[config.mk]
export PLATFORM = sky130hd
export DESIGN_NAME = bram_burst_master
export DESIGN_NICKNAME = d
export VERILOG_FILES = /design/src/rtl/bram_pkg.sv /design/src/rtl/bram_burst_master_fifo.sv /design/src/rtl/bram_burst_master.sv
export SDC_FILE = /design/constraint.sdc
export NUM_CORES = 1
export LEC_CHECK = 0
export CELL_PAD_IN_SITES_DETAIL_PLACEMENT = 1
export CELL_PAD_IN_SITES_GLOBAL_PLACEMENT = 2
export CORE_MARGIN = 5
export CORE_UTILIZATION = 30
export DETAILED_ROUTE_END_ITERATION = 7
export PLACE_DENSITY_LB_ADDON = 0.1
export SLEW_MARGIN = 20
export SYNTH_ARGS = -nofsm -noshare
export SYNTH_HDL_FRONTEND = slang
export SYNTH_HIERARCHICAL = 1
export SYNTH_SLANG_ARGS = --single-unit
[constraint.sdc]
create_clock -name clk -period 2.7 [get_ports clk]
set_input_delay 0.27 -clock clk [delete_from_list [all_inputs] [get_ports clk]]
set_output_delay 0.27 -clock clk [all_outputs]
set_load 0.02 [all_outputs]
[src/rtl/bram_pkg.sv]
// Shared BRAM port-B definitions: bus widths and the burst engine state encoding.
package bram_pkg;

    // Bus widths shared with the BRAM interface controller
    localparam int BRAM_ADDR_W = 17;
    localparam int BRAM_DATA_W = 8;

    // Burst engine states
    typedef enum logic [1:0] {
        IDLE  = 2'd0,
        READ  = 2'd1,
        WRITE = 2'd2
    } state_t;

endpackage : bram_pkg

[src/rtl/bram_burst_master_fifo.sv]
// Small synchronous FIFO for the read return path.
// The output is taken from the storage flops, so data pushed in one cycle
// is presented in the next cycle and never in the same cycle.
module sync_fifo #(
    parameter int WIDTH = 9,
    parameter int DEPTH = 4
) (
    input  logic                     clk,
    input  logic                     rst,
    input  logic                     push,
    input  logic [WIDTH-1:0]         push_data,
    input  logic                     pop,
    output logic [WIDTH-1:0]         pop_data,
    output logic                     empty,
    output logic [$clog2(DEPTH):0]   count
);
    localparam int PTR_W = $clog2(DEPTH);
    localparam int CNT_W = PTR_W + 1;

    logic [WIDTH-1:0] mem_reg [DEPTH];
    logic [PTR_W-1:0] wr_ptr_reg;
    logic [PTR_W-1:0] rd_ptr_reg;
    logic [CNT_W-1:0] count_reg;
    logic             full;
    logic             do_push;
    logic             do_pop;

    // Push is allowed when full only if a pop frees a slot in the same cycle
    always_comb begin
        full     = (count_reg == CNT_W'(DEPTH));
        empty    = (count_reg == '0);
        do_pop   = pop && !empty;
        do_push  = push && (!full || do_pop);
        pop_data = mem_reg[rd_ptr_reg];
        count    = count_reg;
    end

    // Storage array; contents need no reset because count gates visibility
    always_ff @(posedge clk) begin
        if (do_push) begin
            mem_reg[wr_ptr_reg] <= push_data;
        end
    end

    // Pointer and occupancy bookkeeping
    always_ff @(posedge clk) begin
        if (rst) begin
            wr_ptr_reg <= '0;
            rd_ptr_reg <= '0;
            count_reg  <= '0;
        end else begin
            if (do_push) begin
                wr_ptr_reg <= wr_ptr_reg + 1'b1;
            end
            if (do_pop) begin
                rd_ptr_reg <= rd_ptr_reg + 1'b1;
            end
            case ({do_push, do_pop})
                2'b10:   count_reg <= count_reg + 1'b1;
                2'b01:   count_reg <= count_reg - 1'b1;
                default: count_reg <= count_reg;
            endcase
        end
    end

endmodule : sync_fifo

[src/rtl/bram_burst_master.sv]
// Burst engine driving the BRAM port-B controller one byte per cycle.
// Writes are fed from a valid/ready stream; reads return through a
// credit-limited FIFO so consumer backpressure never loses a byte.
module bram_burst_master
    import bram_pkg::*;
#(
    parameter int ADDR_W     = BRAM_ADDR_W,
    parameter int DATA_W     = BRAM_DATA_W,
    parameter int LEN_W      = 8,
    parameter int FIFO_DEPTH = 4
) (
    input  logic              clk,
    input  logic              rst,
    input  logic              cmd_valid,
    output logic              cmd_ready,
    input  logic              cmd_wr,
    input  logic [ADDR_W-1:0] cmd_addr,
    input  logic [LEN_W-1:0]  cmd_len,
    input  logic [DATA_W-1:0] s_wdata,
    input  logic              s_wvalid,
    output logic              s_wready,
    output logic [DATA_W-1:0] m_rdata,
    output logic              m_rvalid,
    input  logic              m_rready,
    output logic              m_rlast,
    output logic              busy,
    output logic              done,
    output logic              en,
    output logic              wr,
    output logic [ADDR_W-1:0] addr_out,
    output logic [DATA_W-1:0] wdata_out,
    input  logic [DATA_W-1:0] rdata_in,
    input  logic              rdata_rdy
);
    localparam int CNT_W  = $clog2(FIFO_DEPTH) + 1;
    localparam int FIFO_W = DATA_W + 1;

    state_t            state_reg;
    state_t            state_next;
    logic [ADDR_W-1:0] base_reg;
    logic [LEN_W-1:0]  len_reg;
    logic [LEN_W:0]    len_ext;
    logic [LEN_W:0]    issue_cnt_reg;
    logic [LEN_W:0]    ret_cnt_reg;
    logic              inflight_reg;
    logic              done_reg;
    logic              busy_reg;
    logic [ADDR_W-1:0] addr_cur;

    logic              cmd_fire;
    logic              wr_fire;
    logic              wr_last;
    logic              rd_issue;
    logic              ret_ok;
    logic              ret_last;

    logic              fifo_pop;
    logic              fifo_empty;
    logic [CNT_W-1:0]  fifo_count;
    logic [FIFO_W-1:0] fifo_dout;

    assign len_ext  = {1'b0, len_reg};
    // Natural modulo-2^ADDR_W wrap of the byte address
    assign addr_cur = base_reg + ADDR_W'(issue_cnt_reg);

    // Handshakes, read credit and return acceptance
    always_comb begin
        cmd_ready = (state_reg == IDLE);
        s_wready  = (state_reg == WRITE);
        cmd_fire  = cmd_valid && (state_reg == IDLE);
        wr_fire   = s_wvalid && (state_reg == WRITE);
        wr_last   = wr_fire && (issue_cnt_reg == len_ext);
        // A read may only be issued if its byte is guaranteed a FIFO slot,
        // counting the byte still in flight from last cycle's issue.
        rd_issue  = (state_reg == READ) && (issue_cnt_reg <= len_ext) &&
                    ((fifo_count + CNT_W'(inflight_reg)) < CNT_W'(FIFO_DEPTH));
        // Returns outside READ or past the burst length are dropped
        ret_ok    = (state_reg == READ) && rdata_rdy && (ret_cnt_reg <= len_ext);
        ret_last  = ret_ok && (ret_cnt_reg == len_ext);
    end

    // BRAM controller bus, zeroed whenever nothing is issued
    always_comb begin
        en        = wr_fire || rd_issue;
        wr        = wr_fire;
        addr_out  = (wr_fire || rd_issue) ? addr_cur : '0;
        wdata_out = wr_fire ? s_wdata : '0;
    end

    // Next-state logic
    always_comb begin
        state_next = state_reg;
        case (state_reg)
            IDLE:    if (cmd_fire) state_next = cmd_wr ? WRITE : READ;
            WRITE:   if (wr_last)  state_next = IDLE;
            READ:    if (ret_last) state_next = IDLE;
            default: state_next = IDLE;
        endcase
    end

    // State register
    always_ff @(posedge clk) begin
        if (rst) begin
            state_reg <= IDLE;
        end else begin
            state_reg <= state_next;
        end
    end

    // Command latch, issue/return counters and registered status
    always_ff @(posedge clk) begin
        if (rst) begin
            base_reg      <= '0;
            len_reg       <= '0;
            issue_cnt_reg <= '0;
            ret_cnt_reg   <= '0;
            inflight_reg  <= 1'b0;
            done_reg      <= 1'b0;
            busy_reg      <= 1'b0;
        end else begin
            if (cmd_fire) begin
                base_reg      <= cmd_addr;
                len_reg       <= cmd_len;
                issue_cnt_reg <= '0;
                ret_cnt_reg   <= '0;
            end else begin
                if (wr_fire || rd_issue) begin
                    issue_cnt_reg <= issue_cnt_reg + 1'b1;
                end
                if (ret_ok) begin
                    ret_cnt_reg <= ret_cnt_reg + 1'b1;
                end
            end
            inflight_reg <= rd_issue;
            done_reg     <= wr_last || ret_last;
            busy_reg     <= (state_next != IDLE);
        end
    end

    sync_fifo #(
        .WIDTH (FIFO_W),
        .DEPTH (FIFO_DEPTH)
    ) u_ret_fifo (
        .clk       (clk),
        .rst       (rst),
        .push      (ret_ok),
        .push_data ({ret_last, rdata_in}),
        .pop       (fifo_pop),
        .pop_data  (fifo_dout),
        .empty     (fifo_empty),
        .count     (fifo_count)
    );

    // Read return stream; data and last are masked while the FIFO is empty
    always_comb begin
        fifo_pop = !fifo_empty && m_rready;
        m_rvalid = !fifo_empty;
        m_rdata  = fifo_empty ? '0 : fifo_dout[DATA_W-1:0];
        m_rlast  = !fifo_empty && fifo_dout[DATA_W];
        busy     = busy_reg;
        done     = done_reg;
    end

endmodule : bram_burst_master

**Word level (Yosys, flattened, before mapping)**

Memories as Yosys holds them, arrays and structs flattened. A register that Yosys moved wholly into a read port is not among the register bits.
Index checks and enable logic that the tools add are counted.

- Bits in registers: 55
- RAM bits: 36
- Input port bits: 48
- Output and inout bits: 41
- Logic and storage cells: 65
- Memories kept: 1

Memory list:

| memory | depth | bits a word | read ports | clocked after memory_dff | wr ports | line | source |
|---|---|---|---|---|---|---|---|
| u_ret_fifo.mem_reg | 4 | 9 | 1 | 1 | 1 | bram_burst_master_fifo.sv:20 | `logic [WIDTH-1:0] mem_reg [DEPTH];` |

- $add $sub $neg: 8
- $lt $le $gt $ge: 3
- Equal/unequal tests: 7
- Muxes and demuxes: 13
- Reductions and logical operators: 22

Operators by type and width:

| operator | count |
|---|---|
| adder 9 x 1 -> 9 bit (second input constant) | 2 |
| equality test 9 x 8 -> 1 bit | 2 |
| less-or-equal comparator 9 x 8 -> 1 bit | 2 |
| adder 17 x 9 -> 17 bit | 1 |
| two-way mux 17 bit | 1 |
| two-way mux 8 bit | 2 |
| logical AND 1 bit | 12 |
| two-way mux 2 bit | 6 |
| one-hot mux 2 bit (3 select lines) | 1 |
| one-hot mux 3 bit (2 select lines) | 1 |
| adder 2 x 1 -> 2 bit (second input constant) | 2 |
| equality test 2 x 1 -> 1 bit (second input constant) | 2 |
| equality test 2 bit (second input constant) | 2 |
| nonzero test 2 bit | 2 |
| adder 3 x 1 -> 3 bit | 1 |
| adder 3 x 1 -> 3 bit (second input constant) | 1 |
| equality test 3 bit (second input constant) | 1 |
| logical NOT 3 bit | 1 |
| logical OR 1 bit | 3 |
| less-than comparator 3 bit (second input constant) | 1 |
| subtractor 3 x 1 -> 3 bit (second input constant) | 1 |
| logical NOT 1 bit | 2 |
| logical NOT 2 bit | 1 |
| two-way mux 1 bit | 2 |
| OR reduction 2 bit | 1 |

**Longest topological paths before layout**

- Word-level depth: 8
- Depth in mapped cells: 13
- Mapped depth without buffers: 11

**By module**

Netlist, hierarchy kept.

By module, submodules not included:

| module | times used | cells an instance | area an instance (µm²) | seq. area each (µm²) |
|---|---|---|---|---|
| bram_burst_master | 1 | 406 | 3,105.5 | 960.9 |
| sync_fifo | 1 | 104 | 1,825.5 | 1,261.2 |

**Worst setup path after synthesis**

Ideal clock, no wire load.

- Path type: register -> register
- From: reg len_reg[7]
- To: reg u_ret_fifo.count_reg[2], in the netlist u_ret_fifo/count[2]
- Setup time: 0.123 ns
- Arrival: 2.659 ns
- Data required time: 2.577 ns
- Setup slack: -0.082 ns
- Cell stages (with the launch flop): 13
- Path buffers: 1
- Clock period less this slack: 2.782 ns
- Cell sequence: dfxtp_1 inv_1 ha_1 and4b_1 nand4_1 o311a_2 nor2_1 buf_2 nand2b_1 fa_1 nand2b_1 o31ai_2 mux2_1

- Longest elaborated chain between the ends: 5
- Elaborated cells on any way between the ends: 7
- Classes of those cells: order compare: 1; eq/ne: 2; mux: 1; reduce/logical: 3

RTL lines:

| element | line | source |
|---|---|---|
| start, declared | bram_burst_master.sv:41 | `logic [LEN_W-1:0] len_reg;` |
| start signal, assigned | bram_burst_master.sv:123 | `len_reg <= cmd_len;` |
| less-or-equal comparator 9 x 8 -> 1 bit * | bram_burst_master.sv:78 | `ret_ok = (state_reg == READ) && rdata_rdy && (ret_cnt_reg <= len_ext);` |
| logical AND 1 bit * | bram_burst_master.sv:78 |  |
| via ret_ok | bram_burst_master.sv:54 | `logic ret_ok;` |
| logical AND 1 bit * | bram_burst_master_fifo.sv:33 | `do_push = push && (!full \|\| do_pop);` |
| equality test 2 x 1 -> 1 bit / equality test 2 bit (equally long branches) | bram_burst_master_fifo.sv:58 | `case ({do_push, do_pop})` |
| one-hot mux 3 bit (2 select lines) / nonzero test 2 bit (equally long branches) | n/a |  |
| end signal, assigned | bram_burst_master_fifo.sv:59 | `2'b10: count_reg <= count_reg + 1'b1;` |
| end signal, assigned | bram_burst_master_fifo.sv:60 | `2'b01: count_reg <= count_reg - 1'b1;` |
| end signal, assigned | bram_burst_master_fifo.sv:61 | `default: count_reg <= count_reg;` |
| end, declared | bram_burst_master_fifo.sv:23 | `logic [CNT_W-1:0] count_reg;` |

Mark *: on every way through the listed nets, which the timed path passes. The rest lies on a longest branch.
A chain may end at the register's enable or synchronous reset.

**Final worst setup path**

- From: reg len_reg[3]
- To: reg u_ret_fifo.count_reg[2], in the netlist u_ret_fifo/count[2]

The elaborated chain is that of the path after synthesis.

==> flow_summary.json <==
{
  "status": "finished clean",
  "min_period_over_period": 0.995,
  "layout.cells.most_common": "buf_4",
  "final_worst_path_period_need_ps": 2690,
  "layout.cells.most_common_list": "92 x buf_4, 70 x clkdlybuf4s50_1, 63 x nand2_1",
  "cts_tree": "yes",
  "final.setup.tns_ps": 0,
  "synthesized_area_divided_by_synthesized_cell_count_um2": 9.67,
  "die_h_um": 138,
  "fin_worst_skew_ps": 8.14,
  "grt_util_overall": 0.156,
  "grt_start_max_net_pins": 32,
  "design_power_total_uw": 3370,
  "regToRegEndpoint": "u_ret_fifo/count[2]$_SDFFE_PP0P_",
  "crit-reg2reg-launch": "len_reg[3]$_SDFFE_PP0P_",
  "finalNetCount": 762,
  "initial_utilization": 0.308,
  "post-place-cells": 875,
  "first_iter_violations": 89,
  "via_per_inst": 4.78,
  "syn-num-nets": 591,
  "firstDrtPassIters": 4,
  "area_of_all_placed_cells_without_fillers_um2": 7460,
  "total_die_area_um2": 19100,
  "report.final.hold_viol_count": 0,
  "post-route-worst-setup-slack_ps": 14.2,
  "port_buffers": 88,
  "grt_first_pass_wirelength_um": 24200,
  "syn-cell-area_um2": 4930,
  "hold_buffers": 0,
  "critical_path.endpoint": "u_ret_fifo/count[2]$_SDFFE_PP0P_",
  "synthDistinctLibCells": 56,
  "wl_per_cell_um": 16.4,
  "synth-async-reset-ratio": 0,
  "largest_register_ff_count": 36,
  "commonest_register_cell_after_synthesis": "dfxtp_1",
  "num_rows": 46,
  "cell_internal_pwr_uw": 2440,
  "number_of_drc_violations_after_detailed_routing": 0,
  "rsz_0062_raised_after_global_routing": "true",
  "die-width_um": 138,
  "clock_network_fraction_of_design_power": 0.372,
  "cts-buffers-inserted": 9,
  "reg2reg_depth": 13,
  "antenna_found_initial": 0,
  "worst_setup_hold_path_clk_slew_ps": 70,
  "detailed_place.area_um2": 6660,
  "required_ps": 2940,
  "slew_viol_final": 0,
  "synth_top_cell_area_share": 0.231,
  "peak_supply_drop_v": 0.000304,
  "powerDensity_nw_per_um2": 452,
  "post_synth_inst_count": 510,
  "crit_type": "reg2reg",
  "worst_setup_path_startpoint": "len_reg[3]$_SDFFE_PP0P_",
  "comb_power_share": 0.173,
  "post_synth_top_area_cell": "dfxtp_1",
  "clock_sink_count": 93,
  "crit_path_start_kind": "flip-flop",
  "edff_count_synth": 36,
  "clock_tree.htree_level_count": 3,
  "p_sw_uw": 933,
  "io-pin-count": 89,
  "cts_root_buffer": "clkbuf_16",
  "area_growth_pct": 51.3,
  "gp_congestion": 0.788,
  "fmax_ghz": 0.372,
  "synth.yosys.seq_area_share": 0.451,
  "via_count_of_the_first_global_routing_pass": 4788,
  "route.antenna.remaining_nets": 0,
  "detail_route.wirelength_um": 14800,
  "ys_top_cells_by_area": "dfxtp_1 23%, edfxtp_1 22%, ha_1 7.9%, nand2_1 4.8%, a21oi_1 4.8%",
  "dp_worst_setup_slack_ps": -237,
  "antenna_cells": 0,
  "timing.hold.worst.class": "in2reg",
  "ys_ff_latch": 93,
  "power.static_leakage_uw": 0.00278,
  "power.share.switching": 0.277,
  "cts.path.max_buffers": 2,
  "global_route.overflow_total": 0,
  "place_hpwl_um": 11200,
  "max_capacitance_violation_count": 0,
  "setup_viol": 0,
  "num_vias": 4309,
  "seq_power_share": 0.454,
  "core_area_um2": 16000,
  "crit_fanout": 3,
  "fillerInstances": 1828,
  "clock_latency_ps": 350,
  "slew_headroom": 0.633,
  "final_layout_size_suffix_gt1_frac": 0.328,
  "ys_warn_count": 6,
  "timing_worst_slew_pin_value_ps": 549,
  "regToRegSetupSlack_ps": 10,
  "setup.worst_path.end_class": "flip-flop",
  "worst_ep_arrival_time_ps": 2930,
  "final-instance-count-excl-fill": 902
}
==> cell families after synthesis <==
group,count (synthesis),synth area share
fa+ha+maj,33,0.0868
compound gates,98,0.125
mux,12,0.0474
flops,93,0.451
xor+xnor,22,0.0391
buf+inv,50,0.0421
simple gates,202,0.209
==> critical path: stages, from the launching register on <==
cell      delay, ps
dfxtp_2         340
inv_2            50
buf_4           140
ha_4            270
and4_4          230
nor2b_4         140
o311a_4         180
nor2_4           50
nand2b_4        140
fa_2            380
buf_4           140
nand3b_1        120
o31ai_4          90
mux2_4          300
==> area by class of cell <==
class                      instances  area, µm²  share of cell area
multi-input combinational        367       2950               0.395
sequential                        93       2250               0.301
timing repair buffer             181       1600               0.215
tap                              216        270              0.0362
clock buffer                      10        229              0.0307
inverter                          29        109              0.0146
clock inverter                     6       53.8             0.00721
==> worst min path at each step <==
stage	start	end	slack, ps	depth (start not counted)
4_1_cts	cmd_addr[10]	base_reg[10]$_SDFFE_PP0P_	450	3
3_3_place_gp	len_reg[6]$_SDFFE_PP0P_	len_reg[6]$_SDFFE_PP0P_	450	2
2_1_floorplan	rst	state_reg[0]$_SDFF_PP0_	350	1
3_5_place_dp	len_reg[2]$_SDFFE_PP0P_	len_reg[2]$_SDFFE_PP0P_	450	2
5_1_grt	cmd_addr[13]	base_reg[13]$_SDFFE_PP0P_	460	3
6_report	cmd_addr[13]	base_reg[13]$_SDFFE_PP0P_	460	3
==> cells in the mapped netlist (5+ instances only) <==
library cell / n
nand4_1: 5
nand2_1: 63
nand3_1: 13
xnor2_1: 17
mux4_2: 9
nor3_1: 12
nor2b_1: 16
a211oi_1: 7
dfxtp_1: 57
xor2_1: 5
o21ai_0: 12
a21oi_1: 47
o21a_1: 5
nand2b_1: 5
edfxtp_1: 36
clkbuf_1: 12
or3_1: 9
ha_1: 31
and2_1: 16
nor2_1: 42
inv_1: 29
==> per-stage QoR <==
step / hold slack (ps) / utilization
finish: 459 / 0.466
global route: 463 / 0.466
CTS: 447 / 0.448
detailed placement: 448 / 0.416
global placement: 447 / 0.416
floorplan: 354 / -
==> power groups by stage <==
stage          clock network [µW]  logic (µW)  registers, µW
2_1_floorplan                   0         257           1550
3_3_place_gp                    0         503           1560
3_5_place_dp                    0         515           1560
4_1_cts                      1300         552           1530
5_1_grt                      1360         643           1540
6_report                     1260         584           1530
==> layer usage <==
layer | part of all wire | vias up | global-route usage | routed length (µm)
met4 | 0.011 | 0 | 0.0468 | 170
met5 | 0 | - | 0 | 0
met2 | 0.50 | 73 | 0.270 | 7420
met1 | 0.45 | 2089 | 0.194 | 6680
li1 | - | 2136 | - | -
met3 | 0.036 | 11 | 0.0331 | 535
==> timing repair <==
item / 4_1_cts / 5_1_grt
endpoints found under the setup margin: 56 / 44
setup buffers: 5 / 7
resized for setup: 107 / 77
pin swaps: 12 / 22
hold endpoints to repair: 0 / 0
cloned: 0 / 0
No activity file was read; power rests on OpenSTA's default activity.
